## src/rtl/collision_map_if.sv

```systemverilog
// Bus between the collision map writer, its requester, the tile ROM and the collision RAM.
// The master side issues start/level and returns ROM data; the slave is the map writer.
interface collision_map_if;
    logic        start;
    logic [1:0]  level;
    logic        busy;
    logic        done;
    logic [10:0] tile_addr;
    logic [7:0]  tile_q;
    logic        map_wren;
    logic [16:0] map_address;
    logic        map_data;

    modport master (
        output start, level, tile_q,
        input  busy, done, tile_addr, map_wren, map_address, map_data
    );

    modport slave (
        input  start, level, tile_q,
        output busy, done, tile_addr, map_wren, map_address, map_data
    );
endinterface

```

## src/rtl/collision_map_writer.sv

```systemverilog
// Expands a level's 20x15 tile map into the 320x240 1-bit collision bitmap (1 = walkable).
// Build macro COLLISION_MAP_BORDER_EN forces the outermost screen pixels to blocked.
//
// state   | meaning
// --------+-----------------------------------------------------------
// S_IDLE  | waiting for start; level latched on accept
// S_FETCH | tile_addr driven for (tx,ty)
// S_WAIT  | ROM latency; tile walk bit latched at end of cycle
// S_WRITE | 256 pixel writes of the current tile, row-major within tile
// S_DONE  | one-cycle done pulse, busy drops after it
module collision_map_writer #(
    parameter int TILES_X     = 20,
    parameter int TILES_Y     = 15,
    parameter int LEVEL_TILES = 300,
    parameter int SOLID_BIT   = 7
) (
    input  logic           i_clock,
    input  logic           i_reset,
    collision_map_if.slave bus
);

    typedef enum logic [2:0] {
        S_IDLE,
        S_FETCH,
        S_WAIT,
        S_WRITE,
        S_DONE
    } state_t;

    state_t      r_state, w_state_nx;
    logic [1:0]  r_level, w_level_nx;
    logic [4:0]  r_tx, w_tx_nx;
    logic [3:0]  r_ty, w_ty_nx;
    logic [3:0]  r_sx, w_sx_nx;
    logic [3:0]  r_sy, w_sy_nx;
    logic        r_walk, w_walk_nx;

    logic        r_busy;
    logic        r_done;
    logic [10:0] r_tile_addr;
    logic        r_map_wren;
    logic [16:0] r_map_address;
    logic        r_map_data;

    logic [8:0]  w_px;
    logic [7:0]  w_py;
    logic [16:0] w_addr;
    logic [10:0] w_tile_addr;
    logic        w_edge;
    logic        w_map_data;

    always_comb begin
        w_state_nx = r_state;
        w_level_nx = r_level;
        w_tx_nx    = r_tx;
        w_ty_nx    = r_ty;
        w_sx_nx    = r_sx;
        w_sy_nx    = r_sy;
        w_walk_nx  = r_walk;
        case (r_state)
            S_IDLE: begin
                if (bus.start) begin
                    w_level_nx = bus.level;
                    w_tx_nx    = '0;
                    w_ty_nx    = '0;
                    w_state_nx = S_FETCH;
                end
            end
            S_FETCH: w_state_nx = S_WAIT;
            S_WAIT: begin
                w_walk_nx  = ~bus.tile_q[SOLID_BIT];
                w_sx_nx    = '0;
                w_sy_nx    = '0;
                w_state_nx = S_WRITE;
            end
            S_WRITE: begin
                w_sx_nx = r_sx + 4'd1;
                if (r_sx == 4'd15) begin
                    w_sy_nx = r_sy + 4'd1;
                    if (r_sy == 4'd15) begin
                        if (r_tx == 5'(TILES_X - 1) && r_ty == 4'(TILES_Y - 1)) begin
                            w_state_nx = S_DONE;
                        end else begin
                            w_state_nx = S_FETCH;
                            if (r_tx == 5'(TILES_X - 1)) begin
                                w_tx_nx = '0;
                                w_ty_nx = r_ty + 4'd1;
                            end else begin
                                w_tx_nx = r_tx + 5'd1;
                            end
                        end
                    end
                end
            end
            S_DONE:  w_state_nx = S_IDLE;
            default: w_state_nx = S_IDLE;
        endcase
    end

    // Outputs are registered from next-cycle values so they line up with the state they belong to.
    assign w_px   = {w_tx_nx, w_sx_nx};
    assign w_py   = {w_ty_nx, w_sy_nx};
    assign w_addr = ({9'd0, w_py} << 8) + ({9'd0, w_py} << 6) + {8'd0, w_px};
    assign w_tile_addr = 11'(w_level_nx) * 11'(LEVEL_TILES)
                       + 11'(w_ty_nx) * 11'(TILES_X)
                       + 11'(w_tx_nx);

`ifdef COLLISION_MAP_BORDER_EN
    assign w_edge = (w_px == 9'd0) || (w_px == 9'd319) || (w_py == 8'd0) || (w_py == 8'd239);
`else
    assign w_edge = 1'b0;
`endif

    assign w_map_data = w_walk_nx & ~w_edge;

    always_ff @(posedge i_clock) begin
        if (i_reset) begin
            r_state       <= S_IDLE;
            r_level       <= '0;
            r_tx          <= '0;
            r_ty          <= '0;
            r_sx          <= '0;
            r_sy          <= '0;
            r_walk        <= 1'b0;
            r_busy        <= 1'b0;
            r_done        <= 1'b0;
            r_tile_addr   <= '0;
            r_map_wren    <= 1'b0;
            r_map_address <= '0;
            r_map_data    <= 1'b0;
        end else begin
            r_state    <= w_state_nx;
            r_level    <= w_level_nx;
            r_tx       <= w_tx_nx;
            r_ty       <= w_ty_nx;
            r_sx       <= w_sx_nx;
            r_sy       <= w_sy_nx;
            r_walk     <= w_walk_nx;
            r_busy     <= (w_state_nx != S_IDLE);
            r_done     <= (w_state_nx == S_DONE);
            r_map_wren <= (w_state_nx == S_WRITE);
            if (w_state_nx == S_FETCH) begin
                r_tile_addr <= w_tile_addr;
            end
            if (w_state_nx == S_WRITE) begin
                r_map_address <= w_addr;
                r_map_data    <= w_map_data;
            end
        end
    end

    assign bus.busy        = r_busy;
    assign bus.done        = r_done;
    assign bus.tile_addr   = r_tile_addr;
    assign bus.map_wren    = r_map_wren;
    assign bus.map_address = r_map_address;
    assign bus.map_data    = r_map_data;

endmodule

```

## src/flat_wrapper.sv

```systemverilog
// flat-port wrapper written by rule: the top's interface ports become plain ports
module collision_map_writer_flat 
#(
    parameter int TILES_X     = 20,
    parameter int TILES_Y     = 15,
    parameter int LEVEL_TILES = 300,
    parameter int SOLID_BIT   = 7
)
  (i_clock, i_reset, bus_start, bus_level, bus_tile_q, bus_busy, bus_done, bus_tile_addr, bus_map_wren, bus_map_address, bus_map_data);
  collision_map_if bus_i ();
  input  logic i_clock;
  input  logic i_reset;
  input wire logic [$bits(bus_i.start)-1:0] bus_start;
  input wire logic [$bits(bus_i.level)-1:0] bus_level;
  input wire logic [$bits(bus_i.tile_q)-1:0] bus_tile_q;
  output wire logic [$bits(bus_i.busy)-1:0] bus_busy;
  output wire logic [$bits(bus_i.done)-1:0] bus_done;
  output wire logic [$bits(bus_i.tile_addr)-1:0] bus_tile_addr;
  output wire logic [$bits(bus_i.map_wren)-1:0] bus_map_wren;
  output wire logic [$bits(bus_i.map_address)-1:0] bus_map_address;
  output wire logic [$bits(bus_i.map_data)-1:0] bus_map_data;
  assign bus_i.start = bus_start;
  assign bus_i.level = bus_level;
  assign bus_i.tile_q = bus_tile_q;
  assign bus_busy = bus_i.busy;
  assign bus_done = bus_i.done;
  assign bus_tile_addr = bus_i.tile_addr;
  assign bus_map_wren = bus_i.map_wren;
  assign bus_map_address = bus_i.map_address;
  assign bus_map_data = bus_i.map_data;
  collision_map_writer #(.TILES_X(TILES_X), .TILES_Y(TILES_Y), .LEVEL_TILES(LEVEL_TILES), .SOLID_BIT(SOLID_BIT)) u_core (.i_clock(i_clock), .i_reset(i_reset), .bus(bus_i));
endmodule
```

## config.mk

```make
export PLATFORM = sky130hd
export DESIGN_NAME = collision_map_writer_flat
export DESIGN_NICKNAME = d
export VERILOG_FILES = /design/src/rtl/collision_map_if.sv /design/src/rtl/collision_map_writer.sv /design/src/flat_wrapper.sv
export SDC_FILE = /design/constraint.sdc
export NUM_CORES = 1
export LEC_CHECK = 0
export BUFFER_PORTS_ARGS = -buffer_cell sky130_fd_sc_hd__buf_2
export CAP_MARGIN = 15
export CORE_MARGIN = 1.5
export CORE_UTILIZATION = 40
export DETAILED_ROUTE_END_ITERATION = 7
export SETUP_SLACK_MARGIN = 0.2
export SLEW_MARGIN = 20
export SYNTH_ARGS = -nofsm -noshare
export SYNTH_HDL_FRONTEND = slang
export SYNTH_SLANG_ARGS = --single-unit
export TNS_END_PERCENT = 10
```

## constraint.sdc

```tcl
create_clock -name i_clock -period 4.76 [get_ports i_clock]
set_clock_uncertainty 0.2 [all_clocks]
set_input_delay 0.238 -clock i_clock [delete_from_list [all_inputs] [get_ports i_clock]]
set_output_delay 0.238 -clock i_clock [all_outputs]
set_load 0.02 [all_outputs]
```

==> results of run 1 <==
[critical path: stages, from the launching register on]
cell and delay, ns:
dfxtp_4 0.39, ha_4 0.17, nand4bb_4 0.17, nor4_4 0.25, buf_4 0.18, nand2_1 0.07
o21a_1 0.19, inv_1 0.08, ha_1 0.23, ha_1 0.23, fa_1 0.53, ha_4 0.22
ha_4 0.27, o21ai_0 0.10, o21bai_1 0.19, a2111oi_0 0.12, or4_1 0.51, a21oi_1 0.12
[placed cells by master (no fill, tap or decap), types with 5 or more instances in the layout]
| cell type | n |
|---|---|
| and3_1 | 5 |
| ha_4 | 5 |
| fa_1 | 7 |
| o21bai_1 | 5 |
| nand3_1 | 13 |
| ha_1 | 29 |
| inv_1 | 24 |
| buf_2 | 37 |
| nor3_1 | 9 |
| buf_4 | 18 |
| o21ai_0 | 18 |
| a21o_1 | 7 |
| dfxtp_2 | 8 |
| a211oi_1 | 12 |
| nand2_1 | 27 |
| dfxtp_1 | 45 |
| a22oi_1 | 5 |
| nor2_1 | 38 |
| a21oi_1 | 31 |
| clkbuf_8 | 6 |
[metal layers]
metal	vias to the layer above	global-route usage
li1	1483	-
met1	1355	0.252
met2	43	0.306
met3	6	0.0283
met4	0	0.0398
met5	-	0
[flip-flops by register name, indices dropped and copies added, names as in the netlist]
register	cells
u_core.bus.map_address	17
u_core.r_state	3
u_core.r_level	2
u_core.r_sy	4
u_core.bus.map_wren	1
u_core.r_walk	1
u_core.bus.done	1
u_core.bus.map_data	1
u_core.bus.busy	1
u_core.r_ty	4
u_core.r_sx	4
u_core.bus.tile_addr	11
u_core.r_tx	5
[cell type report]
class / instances / share of cell area
timing repair buffer: 56 / 0.0831
sequential: 55 / 0.281
inverter: 24 / 0.0227
clock inverter: 2 / 0.00881
clock buffer: 6 / 0.0208
multi-input combinational: 287 / 0.551
tap: 102 / 0.0321
[Yosys cell counts (all sizes together), types with 3 or more instances]
master  count  share of area
nor4        3         0.0057
nor2       38          0.043
nor3        9          0.014
and2        3         0.0057
dfxtp      55           0.33
mux2i       3         0.0091
a21oi      32          0.050
xor2        4          0.011
fa          7          0.043
nand2      27          0.031
a22o        3         0.0080
o21ai      20          0.030
a211o       3         0.0080
a31oi       3         0.0057
a211oi     12          0.027
xnor2       3         0.0080
nand3      16          0.024
o21bai      5          0.011
clkbuf     17          0.019
nand2b      4         0.0076
and3        5         0.0095
inv        24          0.027
a2111o      3          0.010
a21o        7          0.016
ha         34           0.13
a22oi       5          0.011
o211ai      3         0.0068
[worst paths after layout]
kind,to,from
setup / recovery,u_core.bus.tile_addr[10],u_core.r_tx[0]
hold / removal,u_core.r_level[1],bus_level[1]
setup reg to reg,u_core.bus.tile_addr[10],u_core.r_tx[0]
hold reg to reg,u_core.bus.tile_addr[7],u_core.bus.tile_addr[7]
[logic make-up after synthesis]
group | Yosys count | share of synthesized area
mux | 4 | 0.0125
compound gates | 111 | 0.225
fa+ha+maj | 41 | 0.172
buf+inv | 42 | 0.0483
xor+xnor | 7 | 0.0186
simple gates | 124 | 0.190
flops | 55 | 0.334
[power by group through the flow]
stage | combinational, mW | clock [mW] | sequential (mW)
detailed placement | 0.133 | 0 | 0.496
finish | 0.139 | 0.325 | 0.485
global route | 0.153 | 0.360 | 0.487
CTS | 0.134 | 0.336 | 0.485
floorplan | 0.0831 | 0 | 0.506
global placement | 0.131 | 0 | 0.495
[what timing repair did]
| action | CTS | global route |
|---|---|---|
| gates resized for setup | 6 | 29 |
| endpoints found under the setup margin | 1 | 4 |
| endpoints found under the hold margin | 1 | 0 |
| buffers inserted | 0 | 4 |
| hold buffers | 1 | 0 |
| gates cloned | 0 | 0 |
| pin swaps | 0 | 4 |
[per-stage QoR]
stage | hold slack, ns | cell area [um^2] | total power, mW | std cells
3_3_place_gp | 0.240 | 3640 | 0.626 | 519
2_1_floorplan | 0.215 | 3290 | 0.589 | 384
4_1_cts | 0.0631 | 3790 | 0.955 | 528
3_5_place_dp | 0.241 | 3640 | 0.629 | 519
5_1_grt | 0.0560 | 3980 | 1.00 | 532
6_report | 0.0711 | 3980 | 0.948 | 532
==> flow_summary_export.csv, run 1 <==
group,metric,value,unit
outcome,status,"complete, no violations",
placed_design,pre_cts_ws,0.112,ns
job,drv_cap,0,
final_layout,diodes,0,
clocking,cts_buffers,5,
drt,dr_wl_met3,220,um
floorplan,num_rows,32,
grt,grt_overflow_total,0,
floorplan,die_w,93.7,um
power,power_density,238,nW/um^2
floorplan,dieArea,8790,um^2
timing,drv_slew,0,
power,share_comb_of_total_power,0.146,
floorplan,io_pins,45,
drt,vias_per_cell,5.43,
grt,grt_pass1_vias,2681,
timing,final.setup.tns,0,ns
yosys,syn_area_per_cell,8.58,um^2
power,pwr-share-clk,0.342,
grt,grt_max_degree,45,
final_layout,num-nets-final,483,
final_layout,area_delta_synth_final,20.7,%
critical_path,path_class,"reg -> reg",
timing,finalHoldViolCount,0,
drt,routed-wl-met2,3.63,mm
placed_design,hpwl,5.51,mm
timing,slew-limit-headroom,0.643,
power,p_int,0.695,mW
final_layout,multiInputGateArea,2190,um^2
final_layout,fillers,783,
drt,highest_layer,"met4",
power,peakVddDrop,0.137,mV
critical_path,rr_worst_depth,17,
clocking,cts_max_level,2,
yosys,yosysSeqAreaShare,0.334,
critical_path,worst_setup_path_start_kind,"flop",
yosys,synth_seq_cells,55,
clocking,root_buffer,"clkbuf_8",
timing,rsz0062_at_grt,"yes",
final_layout,drive_above_1_share,0.219,
yosys,syn_inst,384,
floorplan,start_util,0.420,
drt,wl_met1,3.80,mm
critical_path,r2r_setup_slack,0.47,ns
grt,grt_use_total,0.184,
drt,totalWireLength,7.73,mm
power,switching_share,0.266,
clocking,cts_tree,"yes",
yosys,synth_nets,438,
drt,wl_per_cell,14.5,um
clocking,clk_pin_slew,0.09,ns
yosys,ys_async_sr_fraction,0,
critical_path,crit_arrival,4.34,ns
placed_design,finalWeightedCongestion,0.789,
grt,antenna_found_initial,0,
hold_path,hold_path_class,"in -> reg",
timing,setup_viol,0,
final_layout,seqCellArea,1120,um^2
yosys,synth_edf_count,0,
floorplan,core,7850,um^2
clocking,clock-sinks,55,
timing,worst-slew-pin-transition,0.535,ns
critical_path,cp_max_fo,6,
grt,grt_pass1_wl,12.8,mm
critical_path,required,4.81,ns
power,leakagePower,1.85,nW
yosys,synth_area,3290,um^2
placed_design,port_buffers,37,
yosys,yosysWarningCount,0,
drt,num_vias,2887,
critical_path,end_kind,"flop",
power,p_seq_frac,0.511,
final_layout,final_core_util,0.507,
timing,fin_ws,0.468,ns
yosys,yosysUniqueCellTypes,56,
drt,drt_first_iter_violations,90,
clocking,clk_latency,0.31,ns
drt,drtAntennaViolNets,0,
floorplan,die_h,93.7,um
timing,timing.final.crit_share,0.902,
drt,drt_pass1_iterations,4,
clocking,clock_path_buffers,2,
timing,min_period,4.29,ns
drt,drc,0,
timing,max_freq,0.233,GHz
power,net-switching-power,0.252,mW
yosys,synth_flop_cell,"dfxtp_1",
hold_path,hold_depth,3,
Note: power is estimated with default switching activity, not from simulation.
==> inputs of run 2 (changes only) <==
--- a/config.mk
+++ b/config.mk
@@ -10,6 +10,7 @@
 export CORE_MARGIN = 1.5
 export CORE_UTILIZATION = 40
 export DETAILED_ROUTE_END_ITERATION = 7
+export PLACE_DENSITY_LB_ADDON = 0.12
 export SETUP_SLACK_MARGIN = 0.2
 export SLEW_MARGIN = 20
 export SYNTH_ARGS = -nofsm -noshare
==> flow_summary_export.csv, run 2 (synthesized netlist as in run 1, its figures left out) <==
group,metric,value,unit
hold_path,hold_path_class,"in -> reg",
placed_design,pre_cts_ws,0.135,ns
grt,grt_pass1_wl,13.3,mm
critical_path,rr_worst_depth,16,
drt,num_vias,2907,
power,pwr-share-clk,0.319,
power,p_int,0.657,mW
floorplan,die_h,93.7,um
clocking,root_buffer,"clkbuf_8",
grt,use_met2,0.312,
clocking,clk_latency,0.31,ns
grt,grt_max_degree,45,
outcome,status,"complete, no violations",
drt,totalWireLength,7.78,mm
final_layout,diodes,0,
drt,drc,0,
power,leakagePower,1.83,nW
timing,finalHoldViolCount,0,
floorplan,io_pins,45,
floorplan,num_rows,32,
critical_path,r2r-end,"u_core.bus.tile_addr[10]",
grt,grt.busiest_layer,"met2",
floorplan,start_util,0.420,
timing,rsz0062_at_grt,"yes",
critical_path,r2r_setup_slack,0.45,ns
final_layout,area_delta_synth_final,19.3,%
drt,vias_per_cell,5.45,
job,drv_cap,0,
timing,timing.final.crit_share,0.906,
clocking,clock_path_buffers,2,
hold_path,hp-start,"bus_level[1]",
final_layout,final_common_cell,"dfxtp_1",
power,p_seq_frac,0.531,
grt,antenna_found_initial,0,
placed_design,hpwl,5.58,mm
drt,wl_per_cell,14.6,um
power,share_comb_of_total_power,0.150,
timing,worst-slew-pin-transition,0.821,ns
final_layout,fillers,785,
critical_path,cp_slowest_cell,"fa_1",
critical_path,path_class,"reg -> reg",
grt,use_met1,0.256,
critical_path,crit_arrival,4.35,ns
grt,grt_pass1_vias,2796,
clocking,cts_buffers,5,
final_layout,largest_reg_flops,17,
clocking,cts_tree,"yes",
timing,slew-limit-headroom,0.452,
final_layout,final_cell_mix,"dfxtp_1, nor2_1, buf_2",
critical_path,required,4.80,ns
placed_design,finalWeightedCongestion,0.817,
power,switching_share,0.280,
drt,drt_pass1_iterations,5,
floorplan,dieArea,8790,um^2
critical_path,max_stage_delay,0.53,ns
critical_path,crit_family,"adder cells",
timing,min_period,4.31,ns
final_layout,num-nets-final,484,
timing,setup_viol,0,
power,peakVddDrop,0.130,mV
critical_path,end_kind,"flop",
drt,drtAntennaViolNets,0,
power,net-switching-power,0.255,mW
critical_path,cp_cell_sequence,"nand3b_1 > nor4_2 > buf_4 > nand2_1 > o21a_1 > inv_1 > ha_1 > ha_1 > fa_1 > ha_4 > ha_4 > o21ai_0 > o21bai_1 > a2111oi_0 > or4_1 > a21oi_1",
grt,grt_overflow_total,0,
clocking,clk_pin_slew,0.10,ns
power,power_density,232,nW/um^2
critical_path,cp_num_buf_inv,2,
final_layout,drive_above_1_share,0.216,
floorplan,core,7850,um^2
critical_path,r2r-start,"u_core.r_state[0]",
clocking,cts_max_level,2,
timing,final.setup.tns,0,ns
hold_path,min_to,"u_core.r_level[1]",
timing,max_freq,0.232,GHz
grt,grtUsageMet3,0.0307,
timing,fin_ws,0.447,ns
clocking,clock-sinks,55,
critical_path,worst_setup_path_start_kind,"flop",
grt,grt_use_total,0.190,
floorplan,die_w,93.7,um
placed_design,port_buffers,37,
critical_path,cp_max_fo,12,
timing,drv_slew,0,
drt,drt_first_iter_violations,86,
hold_path,hold_depth,3,
## run 2: worst min-delay path, cell delays in order
cell and delay (ns):
buf_2 0.08, mux2i_1 0.12, nor2_1 0.10
## run 2: worst max-delay path by stage
stage	cells after the start	end	from
2_1_floorplan	16	u_core.bus.tile_addr[10]	u_core.r_state[0]
3_3_place_gp	16	u_core.bus.tile_addr[10]	u_core.r_tx[0]
3_5_place_dp	16	u_core.bus.tile_addr[10]	u_core.r_tx[0]
4_1_cts	16	u_core.bus.tile_addr[10]	u_core.r_tx[0]
5_1_grt	16	u_core.bus.tile_addr[10]	u_core.r_state[0]
6_report	16	u_core.bus.tile_addr[10]	u_core.r_state[0]
## run 2: layout make-up
class	instances	area, um^2	area share
clock inverters	1	7.51	0.00191
repair buffers	57	338	0.0860
clock buffers	7	96.3	0.0245
multi-input cells	287	2150	0.548
well taps	102	128	0.0325
inverters	24	90.1	0.0229
flip-flops and latches	55	1120	0.284
## run 2: metrics by stage
| step | total power, mW | cells | util | hold slack (ns) | cell area, um^2 |
|---|---|---|---|---|---|
| 2_1_floorplan | 0.589 | 384 | - | 0.215 | 3290 |
| 3_3_place_gp | 0.626 | 519 | 0.464 | 0.238 | 3640 |
| 3_5_place_dp | 0.628 | 519 | 0.464 | 0.243 | 3640 |
| 4_1_cts | 0.920 | 528 | 0.483 | 0.0537 | 3790 |
| 5_1_grt | 0.962 | 533 | 0.501 | 0.0559 | 3930 |
| 6_report | 0.912 | 533 | 0.501 | 0.0600 | 3930 |
## run 2: timing repair
action                     in CTS  in global routing
setup endpoints to repair       1                  4
gates resized for setup         7                 22
setup buffers                   0                  5
pin swaps                       1                  3
hold endpoints to repair        1                  0
hold buffers                    1                  0
## run 2: power by group through the flow
stage / clock [mW] / combinational, mW / sequential [mW]
floorplan: 0 / 0.0831 / 0.506
global placement: 0 / 0.131 / 0.495
detailed placement: 0 / 0.133 / 0.495
CTS: 0.302 / 0.134 / 0.485
global route: 0.321 / 0.153 / 0.487
finish: 0.291 / 0.137 / 0.484
## run 2: routing by layer
| layer | routed length [um] | up-vias | part of all wire |
|---|---|---|---|
| met5 | 0 | - | 0 |
| met4 | 122 | 0 | 0.016 |
| met3 | 257 | 11 | 0.033 |
| met2 | 3630 | 36 | 0.47 |
| met1 | 3770 | 1378 | 0.48 |
| li1 | - | 1482 | - |
==> inputs of run 3 (changes only) <==
==> constraint.sdc (replaced) <==
create_clock -name i_clock -period 4.76 [get_ports i_clock]
set_clock_uncertainty 0.2 [all_clocks]
set_input_delay 0.714 -clock i_clock [delete_from_list [all_inputs] [get_ports i_clock]]
set_output_delay 0.714 -clock i_clock [all_outputs]
set_load 0.02 [all_outputs]
==> flow_summary_export.csv, run 3 (synthesized netlist as in run 1, its figures left out) <==
group,metric,value,unit
placed_design,port_buffers,37,
timing,worst-slew-pin-transition,0.549,ns
floorplan,die_h,93.7,um
job,drv_cap,0,
clocking,hold_buffers,0,
clocking,cts_tree,"yes",
grt,grt_use_total,0.188,
drt,num_vias,2948,
power,peakVddDrop,0.160,mV
clocking,cts_max_level,2,
outcome,status,"complete, no violations",
timing,max_freq,0.230,GHz
timing,final.setup.tns,0,ns
timing,drv_slew,0,
drt,drtAntennaViolNets,0,
timing,rsz0062_at_grt,"no",
final_layout,num-nets-final,491,
final_layout,diodes,0,
critical_path,cp_max_fo,6,
final_layout,multiInputGateArea,2160,um^2
timing,setup_viol,0,
floorplan,dieArea,8790,um^2
clocking,clock_path_buffers,2,
grt,grt_pass1_wl,13.2,mm
clocking,clock-sinks,55,
critical_path,endpoint,"u_core.bus.tile_addr[10]",
placed_design,finalWeightedCongestion,0.793,
timing,timing.final.crit_share,0.911,
hold_path,hold_path_class,"reg -> reg",
power,leakagePower,1.88,nW
timing,slew-limit-headroom,0.633,
critical_path,required,4.81,ns
drt,vias_per_cell,5.46,
floorplan,num_rows,32,
placed_design,hpwl,5.58,mm
timing,finalHoldViolCount,0,
critical_path,path_class,"reg -> reg",
final_layout,area_delta_synth_final,21.8,%
critical_path,r2r-end,"u_core.bus.tile_addr[10]",
drt,wl_per_cell,14.7,um
timing,min_period,4.34,ns
grt,antenna_found_initial,0,
final_layout,largest_reg_flops,17,
final_layout,fillers,774,
hold_path,hp-start,"u_core.bus.tile_addr[7]",
final_layout,seqCellArea,1120,um^2
clocking,clk_pin_slew,0.10,ns
grt,grt_overflow_total,0,
floorplan,core,7850,um^2
drt,drt_first_iter_violations,113,
critical_path,rr_worst_depth,17,
clocking,clk_latency,0.31,ns
floorplan,io_pins,45,
critical_path,r2r_setup_slack,0.42,ns
power,power,0.990,mW
clocking,root_buffer,"clkbuf_8",
drt,totalWireLength,7.93,mm
grt,grt_max_degree,45,
grt,grt_pass1_vias,2729,
clocking,cts_buffers,5,
critical_path,worst_setup_path_start_kind,"flop",
floorplan,die_w,93.7,um
critical_path,crit_arrival,4.39,ns
final_layout,final_common_cell,"dfxtp_1",
critical_path,crit_start,"u_core.r_tx[0]",
floorplan,start_util,0.420,
power,power_density,247,nW/um^2
drt,drc,0,
critical_path,r2r-start,"u_core.r_tx[0]",
final_layout,final_cell_mix,"dfxtp_1, nor2_1, buf_2",
critical_path,end_kind,"flop",
drt,drt_pass1_iterations,4,
final_layout,drive_above_1_share,0.240,
==> run 3: worst min path at each step <==
| stage | end | slack (ns) | cells after the start |
|---|---|---|---|
| after detailed placement | u_core.bus.map_address[11] | 0.24 | 2 |
| after floorplan | u_core.r_walk | 0.25 | 2 |
| final | u_core.bus.tile_addr[7] | 0.26 | 2 |
| after CTS | u_core.bus.tile_addr[7] | 0.26 | 2 |
| after global routing | u_core.bus.map_address[11] | 0.27 | 2 |
| after global placement | u_core.bus.tile_addr[7] | 0.24 | 2 |
==> run 3: cell type report <==
type                    instances  area share
clock buffers                   6      0.0181
repair buffers                 64      0.0967
well taps                     102      0.0318
flip-flops and latches         55       0.278
inverters                      24      0.0225
multi-input cells             287       0.538
clock inverters                 2      0.0150
==> run 3: routing by layer <==
| layer | wire [um] | vias up | GRT usage | part of all wire |
|---|---|---|---|---|
| met1 | 3820 | 1394 | 0.258 | 0.48 |
| met5 | 0 | - | 0 | 0 |
| met2 | 3730 | 48 | 0.306 | 0.47 |
| met4 | 113 | 0 | 0.0522 | 0.014 |
| li1 | - | 1495 | - | - |
| met3 | 266 | 11 | 0.0291 | 0.034 |
==> run 3: critical path: stages, from the launching register on <==
cell,delay (ns)
dfxtp_4,0.38
ha_4,0.17
nand4bb_4,0.16
nor4_2,0.30
buf_4,0.18
nand2_1,0.06
o21a_1,0.22
inv_2,0.07
ha_1,0.23
ha_2,0.21
fa_1,0.58
ha_4,0.21
ha_4,0.27
o21ai_1,0.08
o21bai_1,0.24
a2111oi_2,0.10
or4_1,0.49
a21oi_2,0.12
==> run 3: report_power, final <==
| part | switching, mW | internal [mW] |
|---|---|---|
| sequential | 0.0102 | 0.474 |
| clock | 0.154 | 0.210 |
| combinational | 0.0880 | 0.0537 |
| total | 0.252 | 0.738 |
==> run 3: what timing repair did <==
action	CTS	global route
buffers inserted	1	10
hold endpoints to repair	0	0
resized for setup	2	31
setup endpoints to repair	1	3
pin swaps	1	9
==> run 3: through the flow <==
stage | util | area [um^2] | cells | hold slack [ns] | worst slack, ns
after CTS | 0.486 | 3810 | 530 | 0.259 | 0.207
final | 0.511 | 4010 | 540 | 0.255 | 0.421
after global placement | 0.467 | 3660 | 521 | 0.238 | 0.125
after global routing | 0.511 | 4010 | 540 | 0.269 | 0.193
after detailed placement | 0.467 | 3660 | 521 | 0.243 | 0.104
after floorplan | - | 3300 | 384 | 0.254 | 0.204
